File: src/rtl/fire_expand_pkg.sv
// Shared constants, fixed-point types and the saturating-add helper for the
// fire4/fire5 expand-3x3 convolution engine.
package fire_expand_pkg;

  localparam int WIDTH      = 16;
  localparam int ACC_W      = 2 * WIDTH;
  localparam int KERNEL_DIM = 3;
  localparam int CHIN       = 32;
  localparam int CHOUT      = 128;
  localparam int WOUT       = 32;
  localparam int DSP_NO     = CHOUT;
  localparam int WINDOW_LEN = KERNEL_DIM * KERNEL_DIM * CHIN;

  typedef logic signed [WIDTH-1:0] pix_t;
  typedef logic signed [WIDTH-1:0] ker_t;
  typedef logic signed [ACC_W-1:0] acc_t;

  // The layer top requantises by keeping the sign and a 15-bit magnitude window.
  localparam int RQ_SIGN_BIT = 31;
  localparam int RQ_MAG_MSB  = 28;
  localparam int RQ_MAG_LSB  = 14;

  localparam acc_t ACC_MAX = {1'b0, {(ACC_W-1){1'b1}}};
  localparam acc_t ACC_MIN = {1'b1, {(ACC_W-1){1'b0}}};

  typedef struct packed {
    acc_t sum;
    logic ovf;
  } sat_add_t;

  // Signed add with overflow flag; clamps to the acc_t range when saturate is set.
  function automatic sat_add_t sat_add(input acc_t a, input acc_t b, input logic saturate);
    sat_add_t res;
    acc_t     sum;
    logic     pos_ovf;
    logic     neg_ovf;
    sum     = a + b;
    pos_ovf = ~a[ACC_W-1] & ~b[ACC_W-1] & sum[ACC_W-1];
    neg_ovf = a[ACC_W-1] & b[ACC_W-1] & ~sum[ACC_W-1];
    res.ovf = pos_ovf | neg_ovf;
    if (saturate && pos_ovf) begin
      res.sum = ACC_MAX;
    end else if (saturate && neg_ovf) begin
      res.sum = ACC_MIN;
    end else begin
      res.sum = sum;
    end
    return res;
  endfunction

endpackage

File: src/rtl/conv_mac_lane_if.sv
// Operand/result bundle between the layer top (master) and one MAC lane (slave).
interface conv_mac_lane_if #(
  parameter int WIDTH = fire_expand_pkg::WIDTH,
  parameter int ACC_W = fire_expand_pkg::ACC_W
);

  // No valid/ready pair: layer_en qualifies pix/ker every cycle, clr restarts
  // the window, and the lane can never stall, so there is no backpressure.
  logic                    clr;
  logic                    layer_en;
  logic signed [WIDTH-1:0] pix;
  logic signed [WIDTH-1:0] ker;
  logic signed [ACC_W-1:0] mul_out;
  logic                    ovf;

  modport master (
    output clr, layer_en, pix, ker,
    input  mul_out, ovf
  );

  modport slave (
    input  clr, layer_en, pix, ker,
    output mul_out, ovf
  );

endinterface

File: src/rtl/conv_mac_lane.sv
// One signed multiply-accumulate lane: combinational product, single
// accumulator register with clear, hold, wrap/saturate and sticky overflow.
module conv_mac_lane #(
  parameter int WIDTH    = fire_expand_pkg::WIDTH,
  parameter int ACC_W    = fire_expand_pkg::ACC_W,
  parameter bit SATURATE = 1'b0
) (
  input  logic           clk,
  input  logic           rst,
  conv_mac_lane_if.slave lane
);

  localparam int PW = 2 * WIDTH;

  localparam logic signed [ACC_W-1:0] ACC_MAX = {1'b0, {(ACC_W-1){1'b1}}};
  localparam logic signed [ACC_W-1:0] ACC_MIN = {1'b1, {(ACC_W-1){1'b0}}};

  generate
    if (ACC_W < PW) begin : g_bad_acc_w
      $error("conv_mac_lane: ACC_W must be at least 2*WIDTH");
    end
  endgenerate

  logic signed [PW-1:0]    w_pix_x;
  logic signed [PW-1:0]    w_ker_x;
  logic signed [PW-1:0]    w_prod;
  logic signed [ACC_W-1:0] w_prod_x;
  logic signed [ACC_W-1:0] w_sum;
  logic                    w_ovf_pos;
  logic                    w_ovf_neg;
  logic signed [ACC_W-1:0] w_acc_next;

  logic signed [ACC_W-1:0] r_acc;
  logic                    r_ovf;

  // Widen before multiplying so the full 2*WIDTH product is kept.
  assign w_pix_x  = PW'(lane.pix);
  assign w_ker_x  = PW'(lane.ker);
  assign w_prod   = w_pix_x * w_ker_x;
  assign w_prod_x = ACC_W'(w_prod);

  assign w_sum     = r_acc + w_prod_x;
  assign w_ovf_pos = ~r_acc[ACC_W-1] & ~w_prod_x[ACC_W-1] &  w_sum[ACC_W-1];
  assign w_ovf_neg =  r_acc[ACC_W-1] &  w_prod_x[ACC_W-1] & ~w_sum[ACC_W-1];

  always_comb begin
    w_acc_next = w_sum;
    if (SATURATE && w_ovf_pos) begin
      w_acc_next = ACC_MAX;
    end else if (SATURATE && w_ovf_neg) begin
      w_acc_next = ACC_MIN;
    end
  end

  // A clear with layer_en loads the current product so no sample is dropped
  // between consecutive windows.
  always_ff @(posedge clk) begin
    if (rst) begin
      r_acc <= '0;
      r_ovf <= 1'b0;
    end else if (lane.clr) begin
      r_acc <= lane.layer_en ? w_prod_x : '0;
      r_ovf <= 1'b0;
    end else if (lane.layer_en) begin
      r_acc <= w_acc_next;
      if (w_ovf_pos || w_ovf_neg) begin
        r_ovf <= 1'b1;
      end
    end
  end

  assign lane.mul_out = r_acc;
  assign lane.ovf     = r_ovf;

endmodule

File: src/flat_wrapper.sv
// flat-port wrapper written by rule: the top's interface ports become plain ports
module conv_mac_lane_flat 
#(
  parameter int WIDTH    = fire_expand_pkg::WIDTH,
  parameter int ACC_W    = fire_expand_pkg::ACC_W,
  parameter bit SATURATE = 1'b0
)
  (clk, rst, lane_clr, lane_layer_en, lane_pix, lane_ker, lane_mul_out, lane_ovf);
  conv_mac_lane_if #(.WIDTH(WIDTH), .ACC_W(ACC_W)) lane_i ();
  input  logic clk;
  input  logic rst;
  input wire logic [$bits(lane_i.clr)-1:0] lane_clr;
  input wire logic [$bits(lane_i.layer_en)-1:0] lane_layer_en;
  input wire logic [$bits(lane_i.pix)-1:0] lane_pix;
  input wire logic [$bits(lane_i.ker)-1:0] lane_ker;
  output wire logic [$bits(lane_i.mul_out)-1:0] lane_mul_out;
  output wire logic [$bits(lane_i.ovf)-1:0] lane_ovf;
  assign lane_i.clr = lane_clr;
  assign lane_i.layer_en = lane_layer_en;
  assign lane_i.pix = lane_pix;
  assign lane_i.ker = lane_ker;
  assign lane_mul_out = lane_i.mul_out;
  assign lane_ovf = lane_i.ovf;
  conv_mac_lane #(.WIDTH(WIDTH), .ACC_W(ACC_W), .SATURATE(SATURATE)) u_core (.clk(clk), .rst(rst), .lane(lane_i));
endmodule
File: config.mk
export PLATFORM = sky130hd
export DESIGN_NAME = conv_mac_lane_flat
export DESIGN_NICKNAME = d
export VERILOG_FILES = /design/src/rtl/fire_expand_pkg.sv /design/src/rtl/conv_mac_lane_if.sv /design/src/rtl/conv_mac_lane.sv /design/src/flat_wrapper.sv
export SDC_FILE = /design/constraint.sdc
export NUM_CORES = 1
export LEC_CHECK = 0
export CORE_AREA = 2 2 184 186
export CTS_BUF_LIST = sky130_fd_sc_hd__clkbuf_8
export CTS_CLUSTER_DIAMETER = 120
export DETAILED_ROUTE_END_ITERATION = 6
export DIE_AREA = 0 0 186 188
export PLACE_DENSITY = 0.54
export REMOVE_ABC_BUFFERS = 1
export SYNTH_ARGS = -nofsm -noshare
export SYNTH_HDL_FRONTEND = slang
export SYNTH_SLANG_ARGS = --single-unit
File: constraint.sdc
create_clock -name clk -period 10.3 [get_ports clk]
set_input_delay 1.03 -clock clk [delete_from_list [all_inputs] [get_ports clk]]
set_output_delay 1.03 -clock clk [all_outputs]
set_load 0.05 [all_outputs]
==> results of run 1 <==
cell type report:
| type | instances | area [µm²] |
|---|---|---|
| fill | 3288 | 18800 |
| multi-input combinational | 1082 | 11000 |
| inverter | 313 | 1170 |
| timing repair buffer | 84 | 801 |
| sequential | 33 | 661 |
| tap | 448 | 561 |
| clock buffer | 7 | 96.3 |
| clock inverter | 1 | 5.00 |
flip-flops by register name (all words and copies together), names as in the netlist:
signal               cells
u_core.lane.ovf          1
u_core.lane.mul_out     32
layout by cell type (no fill, tap or decap), types with 42 or more instances in the layout:
| master | instances |
|---|---|
| a21oi_1 | 47 |
| and2_1 | 128 |
| clkdlybuf4s50_1 | 68 |
| fa_1 | 263 |
| ha_1 | 115 |
| inv_1 | 313 |
| nand2_1 | 159 |
| nor2_1 | 51 |
| xnor2_1 | 42 |
worst max-delay path: cells and delay by family:
| kind | cells | cell delay (ps) |
|---|---|---|
| buffers and inverters | 5 | 950 |
| xor gates and xnor gates | 1 | 240 |
| muxes | 1 | 330 |
| adders and majority gates | 8 | 3800 |
| AOI/OAI and AO/OA | 8 | 1770 |
| and+or+nand+nor | 6 | 1390 |
through the flow:
stage,hold slack [ps],area (µm²),std cells,setup WS [ps],utilization
floorplan,685,12800,1428,2230,-
global placement,482,14200,1960,749,0.428
detailed placement,493,14200,1960,670,0.428
CTS,505,14300,1968,933,0.431
global route,551,14300,1968,580,0.431
finish,507,14300,1968,949,0.431
final timing paths:
check / to / slack (ps) / start
worst max-delay path: u_core.lane.mul_out[29] / 950 / lane_ker[4]
worst min-delay path: u_core.lane.mul_out[10] / 510 / u_core.lane.mul_out[10]
worst max register to register: u_core.lane.mul_out[30] / 7110 / u_core.lane.mul_out[0]
worst min register to register: u_core.lane.mul_out[10] / 510 / u_core.lane.mul_out[10]
routing by layer:
metal / track usage / vias up / share of wire
met5: 0 / - / 0
met4: 0.0260 / 0 / 0.010
met3: 0.0163 / 24 / 0.037
li1: - / 4691 / -
met2: 0.327 / 175 / 0.46
met1: 0.309 / 4997 / 0.49
logic make-up after synthesis:
group | synth area share
simple gates | 0.162
fa+ha+maj | 0.515
mux | 0.00912
flops | 0.0507
buf+inv | 0.107
xor+xnor | 0.0390
compound gates | 0.118
==> run metrics, run 1 <==
Synth Instances 1479; Max-Cap Viols 0; height of the die 188 µm; Synth area leader fa_1; worst path required time 10480 ps; total setup buffers inserted after CTS 0; Worst-Skew Late Latency 290 ps; synth unique cells 74; crit path capture type flop; RSZ-0062 raised after global routing false; Crit-path slowest cell clkdlybuf4s50_1; crit path DAT 9540 ps; final hold vios 0; # IOs 69; Initial Util 0.393; via count 9887; crit path time final 9350 ps; first-pass GRT wire length 57.0 mm; Yosys warnings 0; clk root buf clkbuf_8; sequential area share after synthesis 0.0507; critical path class in2reg; Synth top area share 0.404; final worst path period share 0.908; First-pass DRT Iterations 6; largest net degree at the start of global routing 35; drc violations 0; Vias/cell around 5.0; slew margin rel. 0.450; NumNets Final 1933; maximum clock path buffer count 2; GRT Total Usage 0.204; count leader, synth inv_1; vias in the first global route 10600; R2R depth 11; wire per inst 16.9 µm; Worst-path clk slew 80 ps; total gr overflow 0; Starting DRT DRC Count about 500; cell mode on critical path fa_1; initial antenna violation count 0; Post-DRT Antenna Nets 0; WHS Path Cells 2; setup TNS 0 ps; synth top area cells fa_1, ha_1, inv_1; Max Slew Vio Count 0; H-tree Lvls 2; Synth top cells by count inv_1, fa_1, nand2_1; cts repair resizes 0; crit-path max cell delay 760 ps; Startpoint Class input port; hpwl dp approximately 29 mm; Synth Register Bits 33; Setup Viol. Count Final 0; area of the core ~33000 µm²; Syn Std Cell Area 13000 µm²; TritonCTS buffer count 5; final antenna diode count 0; share of layout cells above drive strength 1 0.0388; worst slew pin tran 824 ps; FMAX 0.107 GHz; Routability Congestion 0.843; Post-CTS Hold Buffers 0; ys async rst share 0; Worst Path Max Fanout 16; outcome finished clean; CTS tree yes; die area 35000 µm²; die width around 190 µm; Setup Skew 3.29 ps; syn_area_per_cell 8.81 µm²; Post-synth EDFFs 0; Worst Hold Class reg2reg; Syn-to-layout area delta 9.60%; site row count 67; final wirelength 33.3 mm; Sink Count 33; port bufs between 60 and 70; Main synth FF type dfxtp_1
Power of run 1 is left out: the tool's default activity adds up to more than one toggle a clock period on the data nets, which glitch-free logic cannot reach.
==> run 2: changes to the inputs <==
--- a/config.mk
+++ b/config.mk
@@ -6,7 +6,6 @@
 export NUM_CORES = 1
 export LEC_CHECK = 0
 export CORE_AREA = 2 2 184 186
-export CTS_BUF_LIST = sky130_fd_sc_hd__clkbuf_8
 export CTS_CLUSTER_DIAMETER = 120
 export DETAILED_ROUTE_END_ITERATION = 6
 export DIE_AREA = 0 0 186 188
==> run 2 against run 1 <==
Effect of this change: first-iteration DRC count increased by 3.0%; worst hold slack got worse by 4.4 ps; clock skew grew 0.64 ps; cell count did not move; die area stayed put; clock-buffer cell count did not move; highest routed layer unchanged.
==> run metrics, run 2 (synthesis results as in run 1) <==
Post-DRT Antenna Nets 0 (unchanged); Setup Skew 3.93 ps (+0.637 ps); slew margin rel. 0.428 (-0.0216); hpwl dp 28.5 mm (unchanged); Worst Path Max Fanout 16 (unchanged); crit path time final 9350 ps (-1.30 ps); most common cell after layout, fill and taps aside inv_1; crit path capture type flop; worst path required time 10470 ps (about the same); HP Start u_core.lane.mul_out[10]; initial antenna violation count 0 (unchanged); height of the die 188 µm (unchanged); Worst Hold Class reg2reg; final hold vios 0 (unchanged); port bufs 68 (unchanged); Worst-path clk slew 60 ps (-20 ps); Syn-to-layout area delta 10.0%; reg2reg start u_core.lane.mul_out[0]; met3 wire len 1.03 mm (-16%); total setup buffers inserted after CTS 0 (unchanged); cell mode on critical path fa_1; area of the core 33100 µm² (unchanged); Max Slew Vio Count 0 (unchanged); outcome finished clean; first-pass GRT wire length 57.0 mm (about the same); met2 routed WL 15.2 mm (-0.45%); FMAX 0.107 GHz (about the same); maximum clock path buffer count 2 (unchanged); vias in the first global route 10500 (-0.14%); worst slew pin tran 856 ps (+32.4 ps); Worst-Skew Late Latency 280 ps (about the same); via count 9866 (-0.21%); Setup Viol. Count Final 0 (unchanged); commonest cells after routing, fill and taps aside inv_1, fa_1, nand2_1; Sink Count 33 (unchanged); wire per inst 16.9 µm (-0.13%); Critical Path Start lane_ker[4]; flip-flop count of the largest register after layout 32 (unchanged); largest net degree at the start of global routing 35 (unchanged); crit-path max cell delay 760 ps (about the same); Routability Congestion 0.843 (unchanged); final antenna diode count 0 (unchanged); Vias/cell 5.01 (-0.21%); final worst path period share 0.908 (about the same); RSZ-0062 raised after global routing false; M1 wire length 16.6 mm (+1.1%); share of layout cells above drive strength 1 0.0388 (unchanged); GRT Total Usage 0.204 (about the same); total gr overflow 0 (unchanged); cts repair resizes 0 (unchanged); setup TNS 0 ps (unchanged); Initial Util 0.393 (unchanged); critical path class in2reg; die width 186 µm (unchanged); final wirelength 33.2 mm (-0.13%); site row count 67 (unchanged); Startpoint Class input port; CTS tree yes; crit path DAT 9520 ps (-20 ps); Post-CTS Hold Buffers 0 (unchanged); First-pass DRT Iterations 6 (unchanged); die area 35000 µm² (unchanged); TritonCTS buffer count 5 (unchanged); Starting DRT DRC Count 514 (+3.0%); Crit-path slowest cell clkdlybuf4s50_1; Max-Cap Viols 0 (unchanged); DR top layer met4; # IOs 69 (unchanged); clk root buf clkbuf_16; NumNets Final 1933 (unchanged); H-tree Lvls 2 (unchanged); drc violations 0 (unchanged); Filler cells 3280 (-0.24%)
==> run 2: cell types whose count changed in the layout (fill, tap and decap cells not counted) <==
cell       before  now
clkbuf_8        7    2
clkbuf_16       0    5
==> run 2: per-stage QoR <==
step	setup WS, ps	hold slack [ps]	instances	cell area, µm²	util
5_1_grt	561	547	1968	14300	0.433
4_1_cts	914	502	1968	14300	0.433
3_3_place_gp	749	482	1960	14200	0.428
6_report	950	503	1968	14300	0.433
2_1_floorplan	2230	685	1428	12800	-
3_5_place_dp	670	493	1960	14200	0.428
==> run 2: cell type report <==
cell class                      count  area, µm²  share of cell area
Tap cell                          448        561              0.0391
Inverter                          313       1170              0.0820
Multi-Input combinational cell   1082      11000               0.766
Clock buffer                        7        153              0.0107
Timing Repair Buffer               84        801              0.0559
Clock inverter                      1       5.00            0.000349
Sequential cell                    33        661              0.0461
==> run 2: worst paths after layout <==
path | slack (ps) | to | cells after the start
max reg2reg | 7110 | u_core.lane.mul_out[30] | 11
min | 500 | u_core.lane.mul_out[10] | 2
min reg2reg | 500 | u_core.lane.mul_out[10] | 2
max | 950 | u_core.lane.mul_out[29] | 29
==> run 2: per-layer routing <==
metal | up-vias | GRT usage
li1 | 4689 | -
met1 | 4993 | 0.309
met2 | 158 | 0.327
met3 | 26 | 0.0163
met4 | 0 | 0.0260
met5 | - | 0
==> run 2: critical path: cells and delay by family <==
family | cells | cell delay, ps
xor gates and xnor gates | 1 | 250
AOI/OAI and AO/OA | 8 | 1750
and+or+nand+nor | 6 | 1390
adders and majority gates | 8 | 3800
muxes | 1 | 330
buffers and inverters | 5 | 950
Power of run 2 is left out for the same reason.
==> run 3: changes to the inputs <==
--- a/config.mk
+++ b/config.mk
@@ -5,11 +5,11 @@
 export SDC_FILE = /design/constraint.sdc
 export NUM_CORES = 1
 export LEC_CHECK = 0
-export CORE_AREA = 2 2 184 186
+export CORE_AREA = 2 2 151 227
 export CTS_CLUSTER_DIAMETER = 120
 export DETAILED_ROUTE_END_ITERATION = 6
-export DIE_AREA = 0 0 186 188
-export PLACE_DENSITY = 0.54
+export DIE_AREA = 0 0 153 229
+export PLACE_DENSITY = 0.53
 export REMOVE_ABC_BUFFERS = 1
 export SYNTH_ARGS = -nofsm -noshare
 export SYNTH_HDL_FRONTEND = slang
==> run 3 against run 2 <==
Effect of this change: register-to-register slack better by 60 ps; via count is 0.95% lower; clock-buffer cell count stayed put; core utilization is 0.072 points lower; routed wire length is 2.7% lower.
==> run metrics, run 3 (synthesis results as in run 1) <==
drc violations 0 (unchanged); site row count 82 (+22%); die area 35000 µm² (+0.20%); wire per inst 16.7 µm (-1.3%); WHS Path Cells 2 (unchanged); cts repair resizes 0 (unchanged); worst path required time 10480 ps (about the same); setup TNS 0 ps (unchanged); Syn-to-layout area delta 9.93% (about the same); total gr overflow 0 (unchanged); die width 153 µm (-18%); most common cell after layout, fill and taps aside inv_1; via count 9772 (-0.95%); RR Endpoint u_core.lane.mul_out[30]; clk root buf clkbuf_16; GRT Total Usage 0.198 (-0.00647); TritonCTS buffer count 5 (unchanged); crit-path max cell delay 830 ps (+70 ps); height of the die 229 µm (+22%); crit path time final 9280 ps (-66.4 ps); NumNets Final 1934 (+0.052%); Max Slew Vio Count 0 (unchanged); outcome finished clean; Post-DRT Antenna Nets 0 (unchanged); share of layout cells above drive strength 1 0.0388 (about the same); commonest cells after routing, fill and taps aside inv_1, fa_1, nand2_1; FMAX 0.108 GHz (+0.72%); Initial Util 0.393 (about the same); # IOs 69 (unchanged); total setup buffers inserted after CTS 0 (unchanged); maximum clock path buffer count 2 (unchanged); final worst path period share 0.901 (-0.00645); First-pass DRT Iterations 5 (-1); Starting DRT DRC Count 324 (-37%); H-tree Lvls 2 (unchanged); Sink Count 33 (unchanged); Crit path max-delay family adder cells; Crit-path slowest cell clkdlybuf4s50_1; Routability Congestion 0.876 (+3.9%); reg2reg start u_core.lane.mul_out[0]; Vias/cell 5.03 (+0.43%); Worst-path clk slew 50 ps (about the same); Max-Cap Viols 0 (unchanged); final hold vios 0 (unchanged); Setup Skew 10.1 ps (+6.14 ps); Reg area 661 µm² (unchanged); area of the core 33100 µm² (about the same); Filler cells 3349 (+2.1%); Setup Viol. Count Final 0 (unchanged); crit path capture type flop; Worst Path Max Fanout 16 (unchanged); HP Start u_core.lane.mul_out[26]; flip-flop count of the largest register after layout 32 (unchanged); initial antenna violation count 0 (unchanged); critical path class in2reg; RSZ-0062 raised after global routing false; Worst-Skew Late Latency 300 ps (+20 ps); R2R depth 11 (unchanged); vias in the first global route 11000 (+4.2%); Post-CTS Hold Buffers 0 (unchanged); hpwl dp 27.7 mm (-2.9%); cell mode on critical path fa_1; Multi-input gate area 11000 µm² (unchanged); slew margin rel. 0.462 (+0.0342); port bufs 68 (unchanged); worst slew pin tran 804 ps (-52.1 ps); crit path DAT 9460 ps (-60 ps); worst reg-to-reg setup slack 7170 ps (+60 ps); Worst Hold Class reg2reg; CP bufs+invs 5 (unchanged); Hold EP u_core.lane.mul_out[26]; Startpoint Class input port; largest net degree at the start of global routing 35 (unchanged); CTS tree yes; final antenna diode count 0 (unchanged); final wirelength 32.4 mm (-2.7%); first-pass GRT wire length 56.9 mm (-0.23%)
==> run 3: cell types whose count changed in the layout (fill, tap and decap cells not counted), sizes merged <==
cell / previous run / this run
buf: 16 / 17
clkinv: 1 / 0
bufinv: 0 / 1
==> run 3: per-stage QoR <==
stage                     utilization  instances  setup WS (ps)  hold slack [ps]  cell area (µm²)
after detailed placement        0.427       1933            732              474            14100
after CTS                       0.432       1941           1020              486            14300
final                           0.432       1941           1020              483            14300
after global placement          0.427       1933            828              472            14100
after floorplan                     -       1428           2230              685            12800
after global routing            0.432       1941            578              519            14300
==> run 3: worst max-delay path by stage <==
stage | slack, ps | cells after the start | end | from
6_report | 1020 | 29 | u_core.lane.mul_out[29] | lane_pix[5]
5_1_grt | 580 | 27 | u_core.lane.mul_out[29] | lane_pix[5]
4_1_cts | 1020 | 28 | u_core.lane.mul_out[29] | lane_pix[10]
3_5_place_dp | 730 | 28 | u_core.lane.mul_out[29] | lane_pix[10]
3_3_place_gp | 830 | 26 | u_core.lane.mul_out[29] | lane_pix[10]
2_1_floorplan | 2230 | 28 | u_core.lane.mul_out[29] | lane_ker[4]
==> run 3: worst reg2reg max path, cell delays in order (launching register included) <==
cell,delay [ps]
dfxtp_1,320
ha_1,240
fa_1,450
a21oi_2,230
nor3_2,80
a311oi_2,390
a211oi_2,200
a221o_2,510
a21oi_2,180
xnor2_1,130
nor2_1,70
o32ai_2,260
==> run 3: area by class of cell <==
cell class	instances	share of cell area
Clock buffer	7	0.00996
Clock inverter	1	0.00210
Inverter	313	0.0820
Multi-Input combinational cell	1082	0.767
Sequential cell	33	0.0461
Tap cell	420	0.0367
Timing Repair Buffer	85	0.0564
==> run 3: per-layer routing <==
metal / global-route usage / vias to the layer above / wire length [µm]
met4: 0.0564 / 0 / 892
met3: 0.0125 / 46 / 889
met5: 0 / - / 0
li1: - / 4692 / -
met1: 0.257 / 4869 / 13900
met2: 0.356 / 165 / 16700
Power of run 3 is left out for the same reason.
